**src/rtl/ps2_key_sequencer_pkg.sv**
```systemverilog
// Scan-code constants, FSM state type and key-event record shared by the PS/2 key sequencer.
package ps2_pkg;

   localparam logic [7:0] SC_EXT    = 8'hE0;
   localparam logic [7:0] SC_BRK    = 8'hF0;
   localparam logic [7:0] SC_PAUSE  = 8'hE1;
   localparam logic [7:0] SC_BAT    = 8'hAA;
   localparam logic [7:0] SC_ACK    = 8'hFA;
   localparam logic [7:0] SC_ECHO   = 8'hEE;
   localparam logic [7:0] SC_RESEND = 8'hFE;

   typedef enum logic [1:0] {
      IDLE,
      FETCH,
      GAP,
      OUT_HOLD
   } state_e;

   typedef struct packed {
      logic       ext;
      logic       brk;
      logic [7:0] code;
   } key_evt_t;

   // Keyboard status/control bytes that never form part of a key event.
   function automatic logic is_ctrl_byte(input logic [7:0] b);
      return (b == SC_PAUSE) || (b == SC_BAT) || (b == SC_ACK) ||
             (b == SC_ECHO) || (b == SC_RESEND);
   endfunction

endpackage

```
**src/rtl/ps2_key_sequencer_if.sv**
```systemverilog
// Key-event valid/ready bus between the sequencer (master) and its consumer (slave).
interface ps2_key_sequencer_if;

   logic       key_valid;
   logic       key_ready;
   logic [7:0] key_code;
   logic       key_ext;
   logic       key_break;

   modport master (
      output key_valid,
      output key_code,
      output key_ext,
      output key_break,
      input  key_ready
   );

   modport slave (
      input  key_valid,
      input  key_code,
      input  key_ext,
      input  key_break,
      output key_ready
   );

endinterface

```
**src/rtl/ps2_key_sequencer.sv**
```systemverilog
// Drains the ps2_keyboard FIFO, folds E0/F0 prefixes into one key event per sequence.
// Optional macro PS2_REPEAT_FILTER_EN suppresses typematic repeats of the last make.
module ps2_key_sequencer
   import ps2_pkg::*;
#(
   parameter int unsigned TIMEOUT_CYC = 5_000_000,
   parameter int unsigned TMO_W       = 23
) (
   input  logic                       clk,
   input  logic                       reset,
   input  logic                       kb_ready,
   input  logic [7:0]                 kb_data,
   input  logic                       kb_overflow,
   output logic                       kb_nextdata_n,
   ps2_key_sequencer_if.master        key_if,
   output logic                       err_timeout,
   output logic                       err_overflow,
   input  logic                       err_clr
);

   localparam logic [TMO_W-1:0] TMO_LAST = TMO_W'(TIMEOUT_CYC - 1);

   state_e           state_q, state_d;
   logic [7:0]       byte_q, byte_d;
   logic             ext_q, ext_d;
   logic             brk_q, brk_d;
   logic [TMO_W-1:0] tmo_cnt_q, tmo_cnt_d;
   logic             key_valid_q, key_valid_d;
   key_evt_t         evt_q, evt_d;
   logic             err_timeout_q, err_timeout_d;
   logic             err_ovf_q, err_ovf_d;
   logic             pop;
   logic             emit;
   logic             stall;

`ifdef PS2_REPEAT_FILTER_EN
   logic             last_vld_q, last_vld_d;
   logic [8:0]       last_key_q, last_key_d;
`endif

   always_comb begin
      state_d       = state_q;
      byte_d        = byte_q;
      ext_d         = ext_q;
      brk_d         = brk_q;
      tmo_cnt_d     = tmo_cnt_q;
      key_valid_d   = key_valid_q;
      evt_d         = evt_q;
      err_timeout_d = 1'b0;
      err_ovf_d     = err_ovf_q;
      pop           = 1'b0;
      emit          = 1'b0;
      stall         = key_valid_q && !key_if.key_ready;
`ifdef PS2_REPEAT_FILTER_EN
      last_vld_d    = last_vld_q;
      last_key_d    = last_key_q;
`endif

      if (key_valid_q && key_if.key_ready) begin
         key_valid_d = 1'b0;
      end

      // Timeout clears the flags first; a byte classified this cycle still overrides them.
      if ((ext_q || brk_q) && !kb_ready) begin
         if (tmo_cnt_q == TMO_LAST) begin
            ext_d         = 1'b0;
            brk_d         = 1'b0;
            err_timeout_d = 1'b1;
            tmo_cnt_d     = '0;
         end else begin
            tmo_cnt_d = tmo_cnt_q + 1'b1;
         end
      end else begin
         tmo_cnt_d = '0;
      end

      unique case (state_q)
         IDLE, OUT_HOLD: begin
            if (stall) begin
               state_d = OUT_HOLD;
            end else if (kb_ready && !reset) begin
               pop     = 1'b1;
               byte_d  = kb_data;
               state_d = FETCH;
            end else begin
               state_d = IDLE;
            end
         end
         FETCH: begin
            state_d = GAP;
            if (byte_q == SC_EXT) begin
               ext_d = 1'b1;
            end else if (byte_q == SC_BRK) begin
               brk_d = 1'b1;
            end else begin
               ext_d = 1'b0;
               brk_d = 1'b0;
               emit  = !is_ctrl_byte(byte_q);
`ifdef PS2_REPEAT_FILTER_EN
               if (emit) begin
                  if (brk_q) begin
                     if (last_vld_q && (last_key_q == {ext_q, byte_q})) begin
                        last_vld_d = 1'b0;
                     end
                  end else if (last_vld_q && (last_key_q == {ext_q, byte_q})) begin
                     emit = 1'b0;
                  end else begin
                     last_vld_d = 1'b1;
                     last_key_d = {ext_q, byte_q};
                  end
               end
`endif
            end
         end
         GAP: begin
            state_d = stall ? OUT_HOLD : IDLE;
         end
         default: begin
            state_d = IDLE;
         end
      endcase

      // A new event loading in the same cycle as an accept keeps key_valid high.
      if (emit) begin
         key_valid_d = 1'b1;
         evt_d       = {ext_q, brk_q, byte_q};
      end

      if (kb_overflow) begin
         err_ovf_d = 1'b1;
      end else if (err_clr) begin
         err_ovf_d = 1'b0;
      end
   end

   always_ff @(posedge clk) begin
      if (reset) begin
         state_q       <= IDLE;
         byte_q        <= '0;
         ext_q         <= 1'b0;
         brk_q         <= 1'b0;
         tmo_cnt_q     <= '0;
         key_valid_q   <= 1'b0;
         evt_q         <= '0;
         err_timeout_q <= 1'b0;
         err_ovf_q     <= 1'b0;
      end else begin
         state_q       <= state_d;
         byte_q        <= byte_d;
         ext_q         <= ext_d;
         brk_q         <= brk_d;
         tmo_cnt_q     <= tmo_cnt_d;
         key_valid_q   <= key_valid_d;
         evt_q         <= evt_d;
         err_timeout_q <= err_timeout_d;
         err_ovf_q     <= err_ovf_d;
      end
   end

`ifdef PS2_REPEAT_FILTER_EN
   always_ff @(posedge clk) begin
      if (reset) begin
         last_vld_q <= 1'b0;
         last_key_q <= '0;
      end else begin
         last_vld_q <= last_vld_d;
         last_key_q <= last_key_d;
      end
   end
`endif

   assign kb_nextdata_n    = ~pop;
   assign key_if.key_valid = key_valid_q;
   assign key_if.key_code  = evt_q.code;
   assign key_if.key_ext   = evt_q.ext;
   assign key_if.key_break = evt_q.brk;
   assign err_timeout      = err_timeout_q;
   assign err_overflow     = err_ovf_q;

endmodule
```
**src/flat_wrapper.sv**
```systemverilog
// flat-port wrapper written by rule: the top's interface ports become plain ports
module ps2_key_sequencer_flat import ps2_pkg::*;
#(
   parameter int unsigned TIMEOUT_CYC = 5_000_000,
   parameter int unsigned TMO_W       = 23
)
  (clk, reset, kb_ready, kb_data, kb_overflow, kb_nextdata_n, err_timeout, err_overflow, err_clr, key_if_key_valid, key_if_key_code, key_if_key_ext, key_if_key_break, key_if_key_ready);
  ps2_key_sequencer_if key_if_i ();
  input  logic clk;
  input  logic reset;
  input  logic kb_ready;
  input  logic [7:0] kb_data;
  input  logic kb_overflow;
  output logic kb_nextdata_n;
  output logic err_timeout;
  output logic err_overflow;
  input  logic err_clr;
  output wire logic [$bits(key_if_i.key_valid)-1:0] key_if_key_valid;
  output wire logic [$bits(key_if_i.key_code)-1:0] key_if_key_code;
  output wire logic [$bits(key_if_i.key_ext)-1:0] key_if_key_ext;
  output wire logic [$bits(key_if_i.key_break)-1:0] key_if_key_break;
  input wire logic [$bits(key_if_i.key_ready)-1:0] key_if_key_ready;
  assign key_if_key_valid = key_if_i.key_valid;
  assign key_if_key_code = key_if_i.key_code;
  assign key_if_key_ext = key_if_i.key_ext;
  assign key_if_key_break = key_if_i.key_break;
  assign key_if_i.key_ready = key_if_key_ready;
  ps2_key_sequencer #(.TIMEOUT_CYC(TIMEOUT_CYC), .TMO_W(TMO_W)) u_core (.clk(clk), .reset(reset), .kb_ready(kb_ready), .kb_data(kb_data), .kb_overflow(kb_overflow), .kb_nextdata_n(kb_nextdata_n), .key_if(key_if_i), .err_timeout(err_timeout), .err_overflow(err_overflow), .err_clr(err_clr));
endmodule
```
**config.mk**
```make
export PLATFORM = sky130hd
export DESIGN_NAME = ps2_key_sequencer_flat
export DESIGN_NICKNAME = d
export VERILOG_FILES = /design/src/rtl/ps2_key_sequencer_pkg.sv /design/src/rtl/ps2_key_sequencer_if.sv /design/src/rtl/ps2_key_sequencer.sv /design/src/flat_wrapper.sv
export SDC_FILE = /design/constraint.sdc
export NUM_CORES = 1
export LEC_CHECK = 0
export ABC_AREA = 1
export BUFFER_PORTS_ARGS = -buffer_cell sky130_fd_sc_hd__buf_2
export CAP_MARGIN = 10
export CORE_ASPECT_RATIO = 0.6
export CORE_MARGIN = 1
export CORE_UTILIZATION = 50
export CTS_CLUSTER_SIZE = 24
export DETAILED_ROUTE_END_ITERATION = 8
export PLACE_DENSITY_LB_ADDON = 0.25
export SKIP_CTS_REPAIR_TIMING = 1
export SLEW_MARGIN = 20
export SYNTH_ARGS = -nofsm -noshare
export SYNTH_HDL_FRONTEND = slang
export SYNTH_SLANG_ARGS = --single-unit
```
**constraint.sdc**
```tcl
create_clock -name clk -period 3.1 [get_ports clk]
set_input_delay 0.775 -clock clk [delete_from_list [all_inputs] [get_ports clk]]
set_output_delay 0.775 -clock clk [all_outputs]
set_load 0.005 [all_outputs]
```
==> metrics.yaml, run 1 <==
yosys_top_cell_area_share_pct: 38.48
clock_tree.root_cell: "sky130_fd_sc_hd__clkbuf_8"
irDropWorstVdd_v: 0.0003113
worstPathBufferInverterCount: 4
hold-worst-slack_ps: 473.0
worstHoldPathCells: 1
port_buffers: 27
min_period_over_period_pct: 75.53
internal_reg_to_reg_setup_slack_ps: 1330
synth-seq-area-share_pct: 38.48
worstPathMaxFanout: 3
critical_path.startpoint_type: "register"
synth.avg_cell_area_sq_um: 7.239
met3_wirelength_microns: 323
floorplan.initialDensity_pct: 53.33
setup_ws_ps: 758.6
setup_viol_count_final: 0
detailedRoute.firstPassIterationCount: 4
post-route-min-period_ps: 2341
wl_met2_microns: 1948
ys_seq_elements: 48
met1Wirelength_microns: 2964
crit_required_ps: 2320
grt_first_pass_wirelength_microns: 8707
dp_hpwl_microns: 3897
power.density_mw_per_mm2: 479.1
cts.sink_count: 48
path_clk_slew_ps: 90
actual_slew_at_the_worst_max_slew_pin_ps: 900.5
finalWeightedCongestion: 0.8471
rsz0062_at_grt: "false"
fraction_of_the_core_area_covered_by_cells_at_the_end_of_the_flow_pct: 58.72
antenna_violations_before_repair: 0
drv.max_cap_violation_count: 0
finClkSkew_ps: 12.21
synthesis.instances: 345
r2r-end: "u_core.key_if.key_valid$_SDFFE_PP0P_"
reg2reg_depth: 7
timing.critical_path.cells: "inv_1 -> ha_1 -> inv_1 -> nor4_4 -> inv_1 -> buf_2"
gr-total-overflow: 0
drt_drc_violations_left: 0
area_added_between_synthesis_and_finish_pct: 10.12
path_delay_family: "flip-flops"
post_layout_nonfiller_instances: 434
synth-warning-count: 0
max_slew_margin_pct: 39.97
grt_start_max_net_pins: 27
die_w_microns: 93.24
min_delay_worst_endpoint: "u_core.tmo_cnt_q[0]$_SDFF_PP0_"
final_net_count: 387
core_area_sq_mm: 0.004683
critPathKind: "reg -> out"
dp.cells: 426
cp_data_arrival_time_ps: 1570
setup_total_negative_slack_ps: 0
timing.hold.worst.start: "u_core.tmo_cnt_q[0]$_SDFF_PP0_"
grt_pass1_vias: 1840
ioPinCount: 28
drt_iter0_markers: 145
drt_wl_total_microns: 5272
crit_slowest_cell: "sky130_fd_sc_hd__dfxtp_1"
static-leakage-power_nw: 1.017
status: "completed"
cts_tree: "yes"
cts_inserted_buffers: 5
post_synth_instance_area_sq_mm: 0.002497
synth.net_count: 362
cts-htree-levels: 2
worst_hold_path_type: "reg -> reg"
design.die.area_sq_mm: 0.005291
timing.final.hold_violations: 0
n_antenna_cell: 0
cpMostUsedCell: "sky130_fd_sc_hd__inv_1"
ys_top_cells_by_area: "sky130_fd_sc_hd__dfxtp_1, sky130_fd_sc_hd__nand2_1, sky130_fd_sc_hd__nor2_1, sky130_fd_sc_hd__inv_1, sky130_fd_sc_hd__nand3_1"
mostFrequentLayoutCells: "sky130_fd_sc_hd__nand2_1, sky130_fd_sc_hd__dfxtp_1, sky130_fd_sc_hd__nor2_1, sky130_fd_sc_hd__inv_1, sky130_fd_sc_hd__buf_2"
std_cell_rows: 19
clock.fmax_mhz: 427.1
drive_above_1_share_pct: 21.56
worst_skew_pair.late_latency_ps: 300
cell_taking_the_most_area_after_synthesis: "sky130_fd_sc_hd__dfxtp_1"
grtUsageTotal_pct: 21.33
layout_commonest_cell: "sky130_fd_sc_hd__nand2_1"
die_h_microns: 56.75
preCtsSetupSlack_ps: 768.3
timing.critical_path.to_type: "output port"
largest_stage_delay_on_the_critical_path_ps: 340
final_max_slew_viol_count: 0
post_synth_num_cell_types: 34
worstReg2RegStart: "u_core.byte_q[1]$_SDFFE_PP0P_"
clk_path_buf_depth: 2
via_per_inst: 5.030
routed.top_layer: "met4"
drtAntennaViolNets: 0
dr_wl_cell_microns: 12.15
vias_after_detailed_routing: 2183
## worst reg2reg max path: stages (launching register included)
cell and delay [ps]:
sky130_fd_sc_hd__dfxtp_1 360, sky130_fd_sc_hd__inv_1 100, sky130_fd_sc_hd__nor2_1 110, sky130_fd_sc_hd__nand3_1 70, sky130_fd_sc_hd__nand2_1 60, sky130_fd_sc_hd__nand3_1 560
sky130_fd_sc_hd__a21oi_1 330, sky130_fd_sc_hd__nor2_1 60
## layer usage
layer,vias up,global-route usage (%)
met5,-,0
met4,0,5.275
met3,5,5.149
met2,52,26.47
met1,992,35.03
li1,1134,-
## through the flow
step | power [mW] | area [sq um]
6_report | 1.318 | 2750
5_1_grt | 1.383 | 2750
4_1_cts | 1.321 | 2750
3_5_place_dp | 0.8791 | 2643
3_3_place_gp | 0.8777 | 2643
2_1_floorplan | 0.8225 | 2497
## where the power goes
group          switching [mW]  total (mW)  leakage, nW  internal, mW
combinational           0.110       0.187        0.571        0.0768
sequential             0.0210       0.678        0.390         0.657
clock                   0.213       0.453       0.0552         0.240
total                   0.344        1.32         1.02         0.974
## cell usage after synthesis
| master | count |
|---|---|
| sky130_fd_sc_hd__or2_1 | 1 |
| sky130_fd_sc_hd__nand4_1 | 5 |
| sky130_fd_sc_hd__nand2_1 | 80 |
| sky130_fd_sc_hd__buf_2 | 2 |
| sky130_fd_sc_hd__inv_1 | 42 |
| sky130_fd_sc_hd__nand3_2 | 1 |
| sky130_fd_sc_hd__o21ai_1 | 1 |
| sky130_fd_sc_hd__buf_4 | 1 |
| sky130_fd_sc_hd__or3_1 | 1 |
| sky130_fd_sc_hd__dfxtp_1 | 48 |
| sky130_fd_sc_hd__nand2_4 | 1 |
| sky130_fd_sc_hd__nor2_1 | 43 |
| sky130_fd_sc_hd__xor2_1 | 6 |
| sky130_fd_sc_hd__buf_12 | 2 |
| sky130_fd_sc_hd__o31ai_1 | 8 |
| sky130_fd_sc_hd__nand2_2 | 8 |
| sky130_fd_sc_hd__buf_1 | 1 |
| sky130_fd_sc_hd__nor3_2 | 1 |
| sky130_fd_sc_hd__o21ai_0 | 3 |
| sky130_fd_sc_hd__nand3b_1 | 1 |
| sky130_fd_sc_hd__nand3_4 | 1 |
| sky130_fd_sc_hd__nor2_4 | 5 |
| sky130_fd_sc_hd__clkbuf_1 | 4 |
| sky130_fd_sc_hd__nor4_4 | 1 |
| sky130_fd_sc_hd__nand3_1 | 23 |
| sky130_fd_sc_hd__o211ai_1 | 1 |
| sky130_fd_sc_hd__or2_2 | 2 |
| sky130_fd_sc_hd__xnor2_1 | 2 |
| sky130_fd_sc_hd__a21oi_1 | 21 |
| sky130_fd_sc_hd__o221ai_1 | 1 |
| sky130_fd_sc_hd__nor2_2 | 15 |
| sky130_fd_sc_hd__inv_2 | 1 |
| sky130_fd_sc_hd__ha_1 | 3 |
| sky130_fd_sc_hd__a21oi_2 | 9 |
## sequential cells by signal, indices dropped and copies added, names as in the netlist
signal	count
u_core.key_if.key_ext	1
u_core.err_timeout	1
u_core.tmo_cnt_q	23
u_core.key_if.key_valid	1
u_core.key_if.key_code	8
u_core.state_q	2
u_core.err_overflow	1
u_core.brk_q	1
u_core.byte_q	8
u_core.key_if.key_break	1
u_core.ext_q	1
## cell families (layout without fill, tap and decap cells)
family | after synthesis | after routing | share of synthesized area [%]
buffers and inverters | 53 | 79 | 9.519
flip-flops | 48 | 48 | 38.48
AO/OA/AOI/OAI | 44 | 44 | 11.22
AND/OR/NAND/NOR | 189 | 189 | 36.47
XOR/XNOR | 8 | 8 | 2.806
adder cells (fa/ha/maj) | 3 | 3 | 1.503
## cell type report
cell class | instances | area (sq um)
fillers | 455 | 1933
multi-input cells | 244 | 1299
flip-flops and latches | 48 | 960.9
inverters | 43 | 161.4
repair buffers | 28 | 142.6
well taps | 63 | 78.83
clock buffers | 6 | 72.57
clock inverters | 2 | 35.03
## how the worst max path moves through the flow
stage	slack [ps]	start	end	depth (start not counted)
2_1_floorplan	870	kb_ready	kb_nextdata_n	4
3_3_place_gp	750	reset	kb_nextdata_n	4
3_5_place_dp	770	reset	kb_nextdata_n	4
4_1_cts	740	u_core.state_q[0]$_SDFF_PP0_	kb_nextdata_n	6
5_1_grt	650	u_core.state_q[0]$_SDFF_PP0_	kb_nextdata_n	6
6_report	760	u_core.state_q[0]$_SDFF_PP0_	kb_nextdata_n	6
(Power assumes the default switching activity.)
==> run 2, diff against run 1 <==
Clock period 3.1 ns to 2.1 ns, I/O delays scaled along.
==> run 2 against run 1 <==
Compared with the run above:
- clock power rose by 62%
- critical endpoint unchanged
- register-to-register slack got worse by 870 ps
- cell count rose by 1.2%
- total power rose by 55%
- critical path type unchanged
- setup slack got worse by 740 ps
- sequential power rose by 49%
- combinational power rose by 59%
- count of clock-buffer cells in the layout rose by 1
- sequential share of layout area fell by 0.85 points
- routed wire length rose by 1.5%
==> metrics.yaml, run 2 (synthesis results as in run 1) <==
layout_commonest_cell: "sky130_fd_sc_hd__nand2_1"
area_added_between_synthesis_and_finish_pct: 13.03
ioPinCount: 28
grtUsageTotal_pct: 21.90
dp_hpwl_microns: 3997
clock_tree.root_cell: "sky130_fd_sc_hd__clkbuf_8"
path_clk_slew_ps: 90
std_cell_rows: 19
cts-htree-levels: 2
drtAntennaViolNets: 0
hold-worst-slack_ps: 414.5
mostFrequentLayoutCells: "sky130_fd_sc_hd__nand2_1, sky130_fd_sc_hd__dfxtp_1, sky130_fd_sc_hd__nor2_1, sky130_fd_sc_hd__inv_1, sky130_fd_sc_hd__buf_2"
dr_wl_cell_microns: 12.19
min_period_over_period_pct: 98.90
worst_skew_pair.late_latency_ps: 300
final_net_count: 392
die_w_microns: 93.24
status: "completed"
setup_viol_count_final: 0
power.density_mw_per_mm2: 722.2
drv.max_cap_violation_count: 0
post_layout_nonfiller_instances: 439
via_per_inst: 5.075
floorplan.initialDensity_pct: 53.33
fillerInstances: 444
design.die.area_sq_mm: 0.005291
worstHoldPathCells: 3
preCtsSetupSlack_ps: 335.6
max_slew_margin_pct: 70.88
port_buffers: 27
critPathKind: "reg -> out"
final_max_slew_viol_count: 0
die_h_microns: 56.75
cts_tree: "yes"
timing.critical_path.to_type: "output port"
drive_above_1_share_pct: 23.94
crit_required_ps: 1570
clock.fmax_mhz: 481.5
clk_path_buf_depth: 2
comb_power_share_pct: 14.6
dp.cells: 431
setup_ws_ps: 23.07
static-leakage-power_nw: 1.049
relative_contribution_of_the_clock_network_to_total_power_pct: 36.1
cp_data_arrival_time_ps: 1550
drt_drc_violations_left: 0
switchingPower_mw: 0.5199
grt_pass1_vias: 1892
drt_iter0_markers: 154
drt_wl_total_microns: 5350
grt_start_max_net_pins: 27
antenna_violations_before_repair: 0
dpl-instance-area_sq_mm: 0.002680
cts_inserted_buffers: 5
critical_path.startpoint_type: "register"
power_frac_seq_pct: 49.3
irDropWorstVdd_v: 0.0003948
power_report.internal_total_mw: 1.519
core_area_sq_mm: 0.004683
gr-total-overflow: 0
reg2reg_depth: 8
cts.sink_count: 48
rsz0062_at_grt: "true"
vias_after_detailed_routing: 2228
grt_first_pass_wirelength_microns: 8928
detailedRoute.firstPassIterationCount: 4
actual_slew_at_the_worst_max_slew_pin_ps: 435.2
timing.final.hold_violations: 0
finalWeightedCongestion: 0.8500
post-route-min-period_ps: 2077
n_antenna_cell: 0
worstPathMaxFanout: 3
largest_reg_flops: 23
setup_total_negative_slack_ps: 0
stdcell_area_sq_mm: 0.002823
registers.top_by_ff_count: "u_core.tmo_cnt_q"
power.share.switching_pct: 25.51
finClkSkew_ps: 4.537
worst_hold_path_type: "in -> reg"
-- run 2: critical path: stages, from the launching register on --
cell and delay [ps]:
sky130_fd_sc_hd__dfxtp_2 350, sky130_fd_sc_hd__inv_2 40, sky130_fd_sc_hd__ha_4 260, sky130_fd_sc_hd__inv_4 40, sky130_fd_sc_hd__nor4_4 360, sky130_fd_sc_hd__inv_1 70
sky130_fd_sc_hd__buf_2 130
-- run 2: path summary, 6_finish.rpt --
kind / start / to / slack, ps
max reg2reg: u_core.tmo_cnt_q[0]$_SDFF_PP0_ / u_core.tmo_cnt_q[20]$_SDFF_PP0_ / 460
max: u_core.state_q[0]$_SDFF_PP0_ / kb_nextdata_n / 20
min reg2reg: u_core.key_if.key_code[2]$_SDFFE_PP0P_ / u_core.key_if.key_code[2]$_SDFFE_PP0P_ / 480
min: kb_data[0] / u_core.byte_q[0]$_SDFFE_PP0P_ / 410
-- run 2: layer usage --
metal,track usage (%),vias to the layer above,share of wire (%)
met5,0,-,0
met4,6.593,0,1.1
met3,5.149,8,8.0
met2,29.10,73,38
met1,34.06,998,53
li1,-,1149,-
-- run 2: cell type report --
type | count | area [sq um] | share of cell area [%]
multi-input combinational | 244 | 1311 | 46.45
timing repair buffer | 33 | 180.2 | 6.383
clock inverter | 1 | 30.03 | 1.064
sequential | 48 | 962.2 | 34.09
tap | 63 | 78.83 | 2.793
inverter | 43 | 163.9 | 5.807
clock buffer | 7 | 96.34 | 3.413
-- run 2: through the flow --
stage,total power [mW],util [%]
floorplan,1.214,-
global placement,1.299,57.23
detailed placement,1.304,57.23
CTS,2.040,59.93
global route,2.145,60.27
finish,2.039,60.27
-- run 2: power groups by stage --
stage                     sequential [mW]  clock (mW)  combinational [mW]
after floorplan                      1.02           0               0.192
after global placement               1.02           0               0.280
after detailed placement             1.02           0               0.281
after CTS                            1.00       0.756               0.282
after global routing                 1.01       0.789               0.342
final                                1.01       0.735               0.298
==> run 3, diff against run 2 <==
Settings changed: RECOVER_POWER set to 100.
==> run 3 against run 2 <==
Compared with the run above:
- via count up 0.13%
- utilization down 0.59 points
- worst hold slack better by 2.9 ps
- sequential share of layout area up 0.34 points
- clock skew up 1.6 ps
- die area unchanged
- setup slack about the same
- critical path depth unchanged
- routed wire length up 0.82%
- sequential power about the same
- global-route usage unchanged
- clock power about the same
- largest power group unchanged
- highest routed layer unchanged
==> metrics.yaml, run 3 (synthesis results as in run 1) <==
status: "completed"
min_delay_worst_endpoint: "u_core.byte_q[0]$_SDFFE_PP0P_"
irDropWorstVdd_v: 0.0003958
vias_after_detailed_routing: 2231
drt_drc_violations_left: 0
die_h_microns: 56.75
dp_hpwl_microns: 3997
finClkSkew_ps: 6.107
largest_reg_flops: 23
min_period_over_period_pct: 98.88
largest_stage_delay_on_the_critical_path_ps: 360
total_power_mw: 2.035
clk_path_buf_depth: 2
area_added_between_synthesis_and_finish_pct: 11.92
cts.sink_count: 48
critPathKind: "reg -> out"
stdcell_area_sq_mm: 0.002795
ioPinCount: 28
grtUsageTotal_pct: 21.90
drtAntennaViolNets: 0
grt_first_pass_wirelength_microns: 8928
drt_iter0_markers: 175
std_cell_rows: 19
worstPathBufferInverterCount: 4
critical_path.startpoint_type: "register"
worstHoldPathCells: 3
cts_inserted_buffers: 5
dpl-instance-area_sq_mm: 0.002680
reg2reg_depth: 8
core_area_sq_mm: 0.004683
detailedRoute.firstPassIterationCount: 4
worstPathMaxFanout: 3
floorplan.initialDensity_pct: 53.33
crit_slowest_cell: "sky130_fd_sc_hd__nor4_4"
grt_start_max_net_pins: 27
cts_tree: "yes"
max_slew_margin_pct: 55.05
post-route-min-period_ps: 2077
static-leakage-power_nw: 1.018
crit_required_ps: 1570
dr_wl_cell_microns: 12.29
actual_slew_at_the_worst_max_slew_pin_ps: 674.3
worstReg2RegStart: "u_core.tmo_cnt_q[0]$_SDFF_PP0_"
dp.cells: 431
final_net_count: 392
worst_hold_path_type: "in -> reg"
path_clk_slew_ps: 90
rsz0062_at_grt: "true"
drt_wl_total_microns: 5394
post_layout_nonfiller_instances: 439
path_delay_family: "simple AND/OR/NAND/NOR gates"
drive_above_1_share_pct: 22.34
timing.hold.worst.start: "kb_data[0]"
clock.fmax_mhz: 481.6
worst_skew_pair.late_latency_ps: 300
n_antenna_cell: 0
layout_commonest_cell: "sky130_fd_sc_hd__nand2_1"
mostFrequentLayoutCells: "sky130_fd_sc_hd__nand2_1, sky130_fd_sc_hd__dfxtp_1, sky130_fd_sc_hd__nor2_1, sky130_fd_sc_hd__inv_1, sky130_fd_sc_hd__buf_2"
r2r-end: "u_core.tmo_cnt_q[20]$_SDFF_PP0_"
final_max_slew_viol_count: 0
internal_reg_to_reg_setup_slack_ps: 340
registers.top_by_ff_count: "u_core.tmo_cnt_q"
timing.critical_path.cells: "inv_2 -> ha_4 -> inv_4 -> nor4_4 -> inv_1 -> buf_2"
timing.final.hold_violations: 0
die_w_microns: 93.24
cp_data_arrival_time_ps: 1550
setup_viol_count_final: 0
setup_ws_ps: 23.47
power.density_mw_per_mm2: 728.1
drv.max_cap_violation_count: 0
gr-total-overflow: 0
clock_tree.root_cell: "sky130_fd_sc_hd__clkbuf_8"
design.die.area_sq_mm: 0.005291
timing.critical_path.to_type: "output port"
antenna_violations_before_repair: 0
cts-htree-levels: 2
finalWeightedCongestion: 0.8500
via_per_inst: 5.082
port_buffers: 27
preCtsSetupSlack_ps: 335.6
grt_pass1_vias: 1892
## run 3: final cells by class
type                       count  area (sq um)
inverter                      43         163.9
sequential                    48         962.2
tap                           63         78.83
timing repair buffer          33         167.7
clock inverter                 1         30.03
multi-input combinational    244          1296
clock buffer                   7         96.34
fill                         447          1888
## run 3: where the power goes
part,internal (mW),switching [mW]
Sequential,0.970,0.0349
Clock,0.420,0.314
Combinational,0.125,0.171
Total,1.52,0.520
## run 3: metrics by stage
stage	util [%]	hold WS (ps)	setup TNS (ps)
global route	59.68	414.4	-40.11
finish	59.68	417.4	0
detailed placement	57.23	463.0	0
floorplan	-	437.7	0
CTS	59.93	404.9	-14.45
global placement	57.23	455.7	0
## run 3: worst max path at each step
stage / from / end / slack [ps] / cells after the start
floorplan: u_core.state_q[0]$_SDFF_PP0_ / kb_nextdata_n / 230 / 6
CTS: u_core.state_q[0]$_SDFF_PP0_ / kb_nextdata_n / -10 / 6
global placement: u_core.state_q[0]$_SDFF_PP0_ / kb_nextdata_n / 340 / 6
global route: u_core.state_q[0]$_SDFF_PP0_ / kb_nextdata_n / -40 / 6
detailed placement: u_core.state_q[0]$_SDFF_PP0_ / kb_nextdata_n / 340 / 6
finish: u_core.state_q[0]$_SDFF_PP0_ / kb_nextdata_n / 20 / 6
## run 3: routing by layer
layer	track usage (%)	vias up	wire length [microns]
met1	34.06	1004	2876
met5	0	-	0
met3	5.149	5	409
li1	-	1153	-
met2	29.10	69	2076
met4	6.593	0	31
## run 3: tightest hold or removal path, stage by stage
cell,delay [ps]
sky130_fd_sc_hd__buf_2,70
sky130_fd_sc_hd__nand2_1,40
sky130_fd_sc_hd__o31ai_1,50
